## src/rtl/vec_mem_pkg.sv

```systemverilog
// vec_mem_pkg: shared states, lane count, default sizes and beat lane-mask helper
package vec_mem_pkg;
  localparam int LANES = 7;
  localparam int DEF_WIDTH = 32;
  localparam int DEF_RAMSIZE = 512;
  localparam int DEF_MAXELEM = 448;
  typedef enum logic [1:0] {IDLE, READ, WRITE} state_e;
  function automatic logic [LANES-1:0] lane_mask(input int unsigned beat, input int unsigned count);
    logic [LANES-1:0] m;
    for (int k = 0; k < LANES; k++) m[k] = beat * LANES + k < count;
    return m;
  endfunction
endpackage

```

## src/rtl/vec_mem_sequencer_if.sv

```systemverilog
// vec_mem_sequencer_if: request, write/read streams and lane memory port of the sequencer
interface vec_mem_sequencer_if
  import vec_mem_pkg::*;
#(
  parameter int WIDTH = DEF_WIDTH,
  parameter int RAMSIZE = DEF_RAMSIZE,
  parameter int MAXELEM = DEF_MAXELEM
);
  localparam int AW = $clog2(RAMSIZE);
  localparam int CW = $clog2(MAXELEM + 1);
  logic req_valid, req_ready, req_write;
  logic [AW-1:0] req_base, req_stride;
  logic [CW-1:0] req_count;
  logic wr_valid, wr_ready;
  logic [WIDTH*LANES-1:0] wr_data;
  logic rd_valid, rd_ready;
  logic [WIDTH*LANES-1:0] rd_data;
  logic [LANES-1:0] rd_mask;
  logic done, busy;
  logic [LANES-1:0] mem_we;
  logic [WIDTH*LANES-1:0] mem_a, mem_wd, mem_rd;
  modport master (
    input req_valid, req_write, req_base, req_stride, req_count, wr_valid, wr_data, rd_ready, mem_rd,
    output req_ready, wr_ready, rd_valid, rd_data, rd_mask, done, busy, mem_we, mem_a, mem_wd
  );
  modport slave (
    output req_valid, req_write, req_base, req_stride, req_count, wr_valid, wr_data, rd_ready, mem_rd,
    input req_ready, wr_ready, rd_valid, rd_data, rd_mask, done, busy, mem_we, mem_a, mem_wd
  );
endinterface

```

## src/rtl/vec_lane_addr_gen.sv

```systemverilog
// vec_lane_addr_gen: per-lane address registers, loaded with base+k*stride and stepped by LANES*stride
module vec_lane_addr_gen
  import vec_mem_pkg::*;
#(
  parameter int WIDTH = DEF_WIDTH,
  parameter int AW = 9
) (
  input  logic                   clk,
  input  logic                   rst_n,
  input  logic                   load,
  input  logic                   adv,
  input  logic [AW-1:0]          base,
  input  logic [AW-1:0]          stride,
  output logic [WIDTH*LANES-1:0] mem_a
);
  logic [LANES:0][AW-1:0] off;
  logic [LANES-1:0][AW-1:0] addr;
  // running sum gives k*stride per lane and LANES*stride as the beat step, all wrapping at AW bits
  always_comb begin
    off[0] = '0;
    for (int k = 1; k <= LANES; k++) off[k] = off[k-1] + stride;
  end
  always_ff @(posedge clk or negedge rst_n)
    if (!rst_n) addr <= '0;
    else if (load) for (int k = 0; k < LANES; k++) addr[k] <= base + off[k];
    else if (adv) for (int k = 0; k < LANES; k++) addr[k] <= addr[k] + off[LANES];
  always_comb
    for (int k = 0; k < LANES; k++) mem_a[k*WIDTH +: WIDTH] = WIDTH'(addr[k]);
endmodule

```

## src/rtl/vec_mem_sequencer.sv

```systemverilog
// vec_mem_sequencer: turns one strided burst request into lane-parallel memory beats
module vec_mem_sequencer
  import vec_mem_pkg::*;
#(
  parameter int WIDTH = DEF_WIDTH,
  parameter int RAMSIZE = DEF_RAMSIZE,
  parameter int MAXELEM = DEF_MAXELEM
) (
  input logic clk,
  input logic rst_n,
  vec_mem_sequencer_if.master bus
);
  localparam int AW = $clog2(RAMSIZE);
  localparam int CW = $clog2(MAXELEM + 1);
  state_e state, state_n;
  logic [CW-1:0] beat, cnt;
  logic [LANES-1:0] mask, rd_mask;
  logic [WIDTH*LANES-1:0] rd_data, lane_bits;
  logic rd_valid, done, done_n, load, adv, cap, last;
  assign mask = lane_mask(32'(beat), 32'(cnt));
  assign last = lane_mask(32'(beat) + 32'd1, 32'(cnt)) == '0;
  // a read beat is only captured when the output register can take it
  assign cap = state == READ && (!rd_valid || bus.rd_ready);
  always_comb
    for (int k = 0; k < LANES; k++) lane_bits[k*WIDTH +: WIDTH] = {WIDTH{mask[k]}};
  always_comb begin
    state_n = state;
    done_n = 1'b0;
    load = 1'b0;
    adv = 1'b0;
    unique case (state)
      IDLE: if (bus.req_valid) begin
        done_n = bus.req_count == '0;
        load = !done_n;
        state_n = done_n ? IDLE : (bus.req_write ? WRITE : READ);
      end
      READ: adv = cap;
      WRITE: adv = bus.wr_valid;
      default: state_n = IDLE;
    endcase
    if (adv && last) begin
      state_n = IDLE;
      done_n = 1'b1;
    end
  end
  always_ff @(posedge clk or negedge rst_n)
    if (!rst_n) begin
      state <= IDLE;
      beat <= '0;
      cnt <= '0;
      rd_valid <= 1'b0;
      rd_data <= '0;
      rd_mask <= '0;
      done <= 1'b0;
    end else begin
      state <= state_n;
      done <= done_n;
      if (load) begin
        beat <= '0;
        cnt <= bus.req_count;
      end else if (adv) beat <= beat + CW'(1);
      rd_valid <= cap | (rd_valid & !bus.rd_ready);
      if (cap) begin
        rd_data <= bus.mem_rd & lane_bits;
        rd_mask <= mask;
      end
    end
  vec_lane_addr_gen #(.WIDTH(WIDTH), .AW(AW)) u_addr (
    .clk(clk), .rst_n(rst_n), .load(load), .adv(adv),
    .base(bus.req_base), .stride(bus.req_stride), .mem_a(bus.mem_a)
  );
  assign bus.req_ready = state == IDLE;
  assign bus.busy = state != IDLE;
  assign bus.wr_ready = state == WRITE;
  assign bus.mem_we = state == WRITE ? mask & {LANES{bus.wr_valid}} : '0;
  assign bus.mem_wd = bus.wr_data;
  assign bus.rd_valid = rd_valid;
  assign bus.rd_data = rd_data;
  assign bus.rd_mask = rd_mask;
  assign bus.done = done;
endmodule

```

## src/flat_wrapper.sv

```systemverilog
// flat-port wrapper written by rule: the top's interface ports become plain ports
module vec_mem_sequencer_flat import vec_mem_pkg::*;
#(
  parameter int WIDTH = DEF_WIDTH,
  parameter int RAMSIZE = DEF_RAMSIZE,
  parameter int MAXELEM = DEF_MAXELEM
)
  (clk, rst_n, bus_req_valid, bus_req_write, bus_req_base, bus_req_stride, bus_req_count, bus_wr_valid, bus_wr_data, bus_rd_ready, bus_mem_rd, bus_req_ready, bus_wr_ready, bus_rd_valid, bus_rd_data, bus_rd_mask, bus_done, bus_busy, bus_mem_we, bus_mem_a, bus_mem_wd);
  vec_mem_sequencer_if #(.WIDTH(WIDTH), .RAMSIZE(RAMSIZE), .MAXELEM(MAXELEM)) bus_i ();
  input logic clk;
  input logic rst_n;
  input wire logic [$bits(bus_i.req_valid)-1:0] bus_req_valid;
  input wire logic [$bits(bus_i.req_write)-1:0] bus_req_write;
  input wire logic [$bits(bus_i.req_base)-1:0] bus_req_base;
  input wire logic [$bits(bus_i.req_stride)-1:0] bus_req_stride;
  input wire logic [$bits(bus_i.req_count)-1:0] bus_req_count;
  input wire logic [$bits(bus_i.wr_valid)-1:0] bus_wr_valid;
  input wire logic [$bits(bus_i.wr_data)-1:0] bus_wr_data;
  input wire logic [$bits(bus_i.rd_ready)-1:0] bus_rd_ready;
  input wire logic [$bits(bus_i.mem_rd)-1:0] bus_mem_rd;
  output wire logic [$bits(bus_i.req_ready)-1:0] bus_req_ready;
  output wire logic [$bits(bus_i.wr_ready)-1:0] bus_wr_ready;
  output wire logic [$bits(bus_i.rd_valid)-1:0] bus_rd_valid;
  output wire logic [$bits(bus_i.rd_data)-1:0] bus_rd_data;
  output wire logic [$bits(bus_i.rd_mask)-1:0] bus_rd_mask;
  output wire logic [$bits(bus_i.done)-1:0] bus_done;
  output wire logic [$bits(bus_i.busy)-1:0] bus_busy;
  output wire logic [$bits(bus_i.mem_we)-1:0] bus_mem_we;
  output wire logic [$bits(bus_i.mem_a)-1:0] bus_mem_a;
  output wire logic [$bits(bus_i.mem_wd)-1:0] bus_mem_wd;
  assign bus_i.req_valid = bus_req_valid;
  assign bus_i.req_write = bus_req_write;
  assign bus_i.req_base = bus_req_base;
  assign bus_i.req_stride = bus_req_stride;
  assign bus_i.req_count = bus_req_count;
  assign bus_i.wr_valid = bus_wr_valid;
  assign bus_i.wr_data = bus_wr_data;
  assign bus_i.rd_ready = bus_rd_ready;
  assign bus_i.mem_rd = bus_mem_rd;
  assign bus_req_ready = bus_i.req_ready;
  assign bus_wr_ready = bus_i.wr_ready;
  assign bus_rd_valid = bus_i.rd_valid;
  assign bus_rd_data = bus_i.rd_data;
  assign bus_rd_mask = bus_i.rd_mask;
  assign bus_done = bus_i.done;
  assign bus_busy = bus_i.busy;
  assign bus_mem_we = bus_i.mem_we;
  assign bus_mem_a = bus_i.mem_a;
  assign bus_mem_wd = bus_i.mem_wd;
  vec_mem_sequencer #(.WIDTH(WIDTH), .RAMSIZE(RAMSIZE), .MAXELEM(MAXELEM)) u_core (.clk(clk), .rst_n(rst_n), .bus(bus_i));
endmodule
```

## config.mk

```make
export PLATFORM = sky130hd
export DESIGN_NAME = vec_mem_sequencer_flat
export DESIGN_NICKNAME = d
export VERILOG_FILES = /design/src/rtl/vec_mem_pkg.sv /design/src/rtl/vec_mem_sequencer_if.sv /design/src/rtl/vec_lane_addr_gen.sv /design/src/rtl/vec_mem_sequencer.sv /design/src/flat_wrapper.sv
export SDC_FILE = /design/constraint.sdc
export NUM_CORES = 1
export LEC_CHECK = 0
export ABC_AREA = 1
export CAP_MARGIN = 30
export CORE_AREA = 2 2 454 456
export CTS_CLUSTER_SIZE = 30
export DETAILED_ROUTE_END_ITERATION = 10
export DIE_AREA = 0 0 456 458
export SLEW_MARGIN = 20
export SYNTH_ARGS = -nofsm -noshare
export SYNTH_HDL_FRONTEND = slang
export SYNTH_SLANG_ARGS = --single-unit
export TNS_END_PERCENT = 50
```

## constraint.sdc

```tcl
create_clock -name clk -period 6.34 [get_ports clk]
set_input_delay 1.268 -clock clk [delete_from_list [all_inputs] [get_ports clk]]
set_output_delay 1.268 -clock clk [all_outputs]
set_load 0.005 [all_outputs]
```

; Yosys cells after proc, flatten, opt, wreduce, memory -nomap -nowiden
; Cells that the tools add are included.
[totals]
ram_bits = 0
mem_bits_ro = 0
memories = 0
latch_bits = 0
input_bits = 481
reg_bits = 316
out_inout_bits = 691
word_cells = 100
[op_classes]
shift = 0
n_div = 0
bitwise = 4
n_reduce_logical = 13
n_addsub = 33
multipliers = 2
n_lt_le_gt_ge = 14
n_eq_ne = 4
muxes = 16
[ops]
columns = cell, n
row1 = $lt A32 B9 Y1, 13
row2 = $and A224 B224 Y224, 1
row3 = $add A9 B9 Y9, 19
row4 = $mux W63, 2
row5 = $add A32 B3 Y32 const B, 3
row6 = $add A32 B2 Y32 const B, 2
row7 = $add A12 B3 Y13 const B, 3
row8 = $add A32 B1 Y32 const B, 1
row9 = $mul A32 B3 Y32 const B, 1
row10 = $add A12 B2 Y13 const B, 2
row11 = $mux W9, 2
row12 = $add A12 B1 Y13 const B, 1
row13 = $lt A12 B9 Y1, 1
row14 = $mul A9 B3 Y12 const B, 1
row15 = $add A9 B1 Y10 const B, 1
row16 = $add A9 B1 Y9 const B, 1
row17 = $logic_not A9 Y1, 1
row18 = $mux W2, 4
row19 = $and A7 B7 Y7, 1
row20 = $logic_not A7 Y1, 1
row21 = $mux W7, 1
row22 = $mux W1, 5
row23 = $pmux W2 S2, 1
row24 = $reduce_bool A2 Y1, 2
row25 = 13 further kinds, 16

; Logic depth before layout (Yosys ltp)
[logic_depth]
depth_word = 9
depth_mapped = 35
ltp_nobuf = 35

; Modules after synthesis
; Synthesis repeated with hierarchy kept, for this count alone.
[unflattened]
hier_cells = 3670
hier_area_um2 = 28021.9
[by_module_without_submodules]
columns = module, cells_per_inst, area_per_inst_um2, seq_area_each_um2, n_inst
row1 = vec_mem_sequencer, 2380, 18635.4, 6331.1, 1
row2 = vec_lane_addr_gen, 1290, 9386.5, 1576.5, 1

; Worst setup path before layout
; OpenSTA, ideal clock, no wires.
[synth_path]
path_kind = input port to flip-flop
start = in bus_req_stride[1]
end = reg u_core.u_addr.addr, in the netlist u_core.u_addr.mem_a[168]
required_time_ns = 6.219
n_path_buf = 0
stages = 28
setup_time_ns = 0.121
arrival_time_ns = 6.436
path_slack_ns = -0.217
path_cell_list = inv_1 ha_1 xor2_1 xor2_1 inv_1 ha_1 inv_1 fa_1 inv_1 ha_1 xnor2_1 inv_1 fa_1 xnor2_1 ha_1 nand3_1 nand3_1 nand2_1 nand2_1 a21oi_1 nor2_1 o21ai_0 nand2_1 or2_2 nand2_1 nand3_1 nand3_1 a21oi_1
[synth_between]
elab_chain_cells = 9
elab_cells_between_ends = 10
[synth_lines]
columns = element, line
row1 = from (decl), flat_wrapper.sv:15  ; input wire logic [$bits(bus_i.req_stride)-1:0] bus_req_stride;
row2 = $add A9 B9 Y9 (6 in a row), vec_lane_addr_gen.sv:21  ; for (int k = 1; k <= LANES; k++) off[k] = off[k-1] + stride;
row3 = $add A9 B9 Y9, vec_lane_addr_gen.sv:26  ; else if (adv) for (int k = 0; k < LANES; k++) addr[k] <= addr[k] + off[LANES];
row4 = $mux W63, vec_lane_addr_gen.sv:26
row5 = $mux W63 (*), vec_lane_addr_gen.sv:25  ; else if (load) for (int k = 0; k < LANES; k++) addr[k] <= base + off[k];
row6 = to (signal assigned), vec_lane_addr_gen.sv:24  ; if (!rst_n) addr <= '0;
row7 = to (decl), vec_lane_addr_gen.sv:17  ; logic [LANES-1:0][AW-1:0] addr;
; Mark *: on every way between the ends. The rest lies on a longest branch, timed or not. The select of a mux whose other input is x is not followed.
; A chain may end at the register's enable or synchronous reset.

; Worst setup path in the final report
[layout_path]
start = reg u_core.beat[3]
end = out bus_mem_we[0]
[layout_between]
elab_chain_cells = 4
[layout_lines]
columns = element, line
row1 = from (decl), vec_mem_sequencer.sv:16  ; logic [CW-1:0] beat, cnt;
row2 = from (signal assigned), vec_mem_sequencer.sv:61  ; end else if (adv) beat <= beat + CW'(1);
row3 = $mul A9 B3 Y12, vec_mem_pkg.sv:10  ; for (int k = 0; k < LANES; k++) m[k] = beat * LANES + k < count;
row4 = $lt A12 B9 Y1, vec_mem_pkg.sv:10
row5 = $and A7 B7 Y7, vec_mem_sequencer.sv:75  ; assign bus.mem_we = state == WRITE ? mask & {LANES{bus.wr_valid}} : '0;
row6 = $mux W7, vec_mem_sequencer.sv:75
row7 = to (decl), flat_wrapper.sv:28  ; output wire logic [$bits(bus_i.mem_we)-1:0] bus_mem_we;
; Every way passes these cells.

==> flow_metrics.py <==
metrics = {
    "status": {
        "status": "finished, final reports clean",
    },
    "logic_synthesis": {
        "synth_cell_types": 60,
        "synth-compound-area-share_pct": 7.86,
        "synth_area_leaders": "dfrtp_1, ha_1, nand2_1",
        "synth_area_um2": 27400,
        "synth_commonest_cells": "nand2_1, buf_4, dfrtp_1",
        "synth_area_leader_cell": "dfrtp_1",
        "synthSimpleGateAreaFrac_pct": 25.0,
        "synth_seq_cells": 316,
        "synth_edf_count": 0,
        "yosysSeqAreaShare_pct": 28.9,
        "ys_warn_count": 0,
        "ys.flop_type": "dfrtp_1",
        "synthCells": 3543,
        "synth_most_common_cell": "nand2_1",
        "synth_xor_area_share_pct": 6.34,
        "synthAdderAreaFrac_pct": 15.5,
        "syn_area_per_cell_um2": 7.72,
        "async_reset_ff_share_pct": 100,
        "synth.top_cell.area_share_pct": 28.9,
        "synth_top_family_by_area": "simple AND/OR/NAND/NOR gates",
        "synthMuxAreaShare_pct": 0,
    },
    "die": {
        "die_w_um": 456,
        "rows": 166,
        "die_y_um": 458,
        "core-area_um2": 204000,
        "dieArea_um2": 209000,
        "num_io_pins": 1172,
        "floorplan.initialDensity_pct": 13.4,
    },
    "setup_path": {
        "worstRegToRegCells": 31,
        "worstSetupEndpointType": "primary output",
        "worst_ep_required_time_ps": 5070,
        "rr_endpoint": "u_core.state[0]",
        "arrival_ps": 4970,
        "r2r_setup_slack_ps": 580,
        "crit_type": "reg2out",
        "worstSetupStartpointType": "flip-flop",
        "regToRegStartpoint": "u_core.beat[0]",
        "path_max_fanout": 8,
    },
    "grt": {
        "antenna_found_initial": 18,
        "grt_usage_pct": 13.1,
        "grt_pass1_vias": 24745,
        "grt_pass1_wl_um": 195000,
        "grt_max_degree": 118,
        "grt.overflow.total": 0,
    },
    "sta": {
        "clock_skew_ps": 58.3,
        "rsz0062_at_grt": "true",
        "relSlewSlack_pct": 36.5,
        "period_minus_slack_ps": 6240,
        "tightest_slew_ps": 952,
        "hold_slack_ps": 477,
        "setup_violations": 0,
        "final_max_slew_viol_count": 0,
        "tns_ps": 0,
        "setup_ws_ps": 104,
        "fmax_mhz": 160,
        "min_period_over_period_pct": 98.4,
        "hold_viol": 0,
    },
    "placed_design": {
        "place_ws_ps": -1080,
        "port_buffers": 562,
        "place_area_um2": 35400,
        "dpl.hpwl_um": 117000,
        "place_congestion": 0.911,
    },
    "route": {
        "via_count": 25917,
        "drc": 0,
        "drt_iter0_drc": 1824,
        "viasPerCell": 3.81,
        "wire_per_inst_um": 21.1,
        "drt_wl_total_um": 144000,
        "antenna_left": 0,
        "dr.pass1.iters": 6,
    },
    "cts": {
        "clock_path_buffers": 3,
        "clock_latency_ps": 680,
        "numCtsBuffers": 47,
        "clock-sinks": 316,
        "clk_pin_slew_worst_paths_ps": 50,
        "htreeDepth": 2,
        "hold_buffers": 0,
        "cts_root_buf": "clkbuf_16",
        "cts_tree": "yes",
    },
    "cells_and_area": {
        "post-route-util_pct": 18.6,
        "design_area_um2": 37900,
        "syn_to_final_growth_pct": 38.4,
        "layout-drive-gt1-share_pct": 12.3,
        "n_fill_cell": 22748,
        "fin_nets": 4869,
    },
    "power": {
        "p_leak_nw": 18.0,
        "vdd_drop_max_mv": 0.637,
        "cellPowerDensity_nw_per_um2": 659,
    },
    "job": {
        "cap_violations": 0,
    },
    "hold_path": {
        "hold_class": "reg2reg",
        "holdPathStages": 2,
        "worstHoldStart": "u_core.bus.rd_data[151]",
        "holdPathEnd": "u_core.bus.rd_data[151]",
    },
}
-- placed cells by master (no fill, tap or decap), drive strengths merged, types with 4 or more instances in the layout --
cell type      count
nand2            920
clkdlybuf4s50    553
dfrtp            316
ha               290
inv              279
buf              258
nand4            203
nand3            202
a21oi            197
nor2             171
conb             161
xor2             124
o21ai            107
xnor2             68
clkbuf            63
fa                30
o22ai             20
clkinv            18
nand3b            12
a31oi             12
or2               12
o21bai            11
o211ai            11
nor3              10
diode              6
o21a               6
clkinvlp           5
and2               5
a21o               5
a221oi             5
nor4               5
a211oi             4
bufinv             4
dlymetal6s2s       4
-- report_power, final --
| group | switching, mW | leakage, nW | internal (mW) | total [mW] |
|---|---|---|---|---|
| Sequential | 0.827 | 3.88 | 2.97 | 3.80 |
| Clock | 1.19 | 0.797 | 1.65 | 2.84 |
| Combinational | 9.46 | 13.3 | 8.86 | 18.3 |
| Total | 11.5 | 18.0 | 13.5 | 25.0 |
-- stage by stage --
step	cells	total power, mW
after detailed placement	6679	21.0
after global placement	6677	20.7
after CTS	6774	24.2
after floorplan	3703	12.9
after global routing	6796	27.2
final	6800	25.0
-- kinds of logic (layout without fill, tap and decap cells) --
family,after synthesis,count (layout)
simple gates,1542,1542
xor+xnor,192,192
flops,316,316
other cells,1,167
fa+ha+maj,320,320
buf+inv,784,1187
compound gates,388,388
-- sequential cells by signal (all words and copies together) (netlist names) --
name,flops
u_core.bus.done,1
u_core.state,2
u_core.bus.rd_valid,1
u_core.bus.rd_mask,7
u_core.bus.rd_data,224
u_core.cnt,9
u_core.beat,9
u_core.u_addr.mem_a,63
-- area by class of cell --
class,count,area [um2],share of cell area [%]
sequential,316,7920,20.9
inverter,281,1080,2.86
antenna,6,15.0,0.0397
tap,2688,3360,8.88
multi-input combinational,2603,16200,42.8
clock inverter,25,303,0.800
clock buffer,62,1320,3.49
timing repair buffer,819,7650,20.2
-- worst max-delay path: stages, from the launching register on --
cell and delay, ps:
dfrtp_2 490, fa_1 490, ha_1 410, nand2_1 160
a21oi_1 60, or2_4 240, nor2_2 70, nand2_1 80
nand2_4 200, inv_4 90, ha_1 310, nand2_1 70
nor2_1 40, a211oi_1 180, o21ai_0 200, nand2_1 110
nand2_1 90, nor4_4 310, inv_1 110, nor2_1 100
clkdlybuf4s50_1 520
-- how the worst max path moves through the flow --
| stage | startpoint | end | depth (start not counted) |
|---|---|---|---|
| 5_1_grt | u_core.beat[4] | bus_mem_we[0] | 20 |
| 6_report | u_core.beat[3] | bus_mem_we[0] | 20 |
| 3_5_place_dp | bus_req_stride[1] | u_core.u_addr.mem_a[104] | 32 |
| 3_3_place_gp | bus_req_stride[1] | u_core.u_addr.mem_a[104] | 32 |
| 2_1_floorplan | bus_req_stride[0] | u_core.u_addr.mem_a[168] | 31 |
| 4_1_cts | u_core.beat[1] | bus_mem_we[2] | 19 |
-- what timing repair did --
item	4_1_cts	5_1_grt
pin swaps	13	37
hold endpoints to repair	0	0
gates resized for setup	50	90
endpoints found under the setup margin	22	23
buffers inserted	8	20
-- per-layer routing --
metal | global-route usage, % | up-vias | wire length (um)
met5 | 1.08 | - | 258
met4 | 4.24 | 10 | 5060
met3 | 6.60 | 219 | 16600
met2 | 22.2 | 1116 | 69200
met1 | 13.9 | 12335 | 52500
li1 | - | 12237 | -
(Power assumes the default switching activity.)
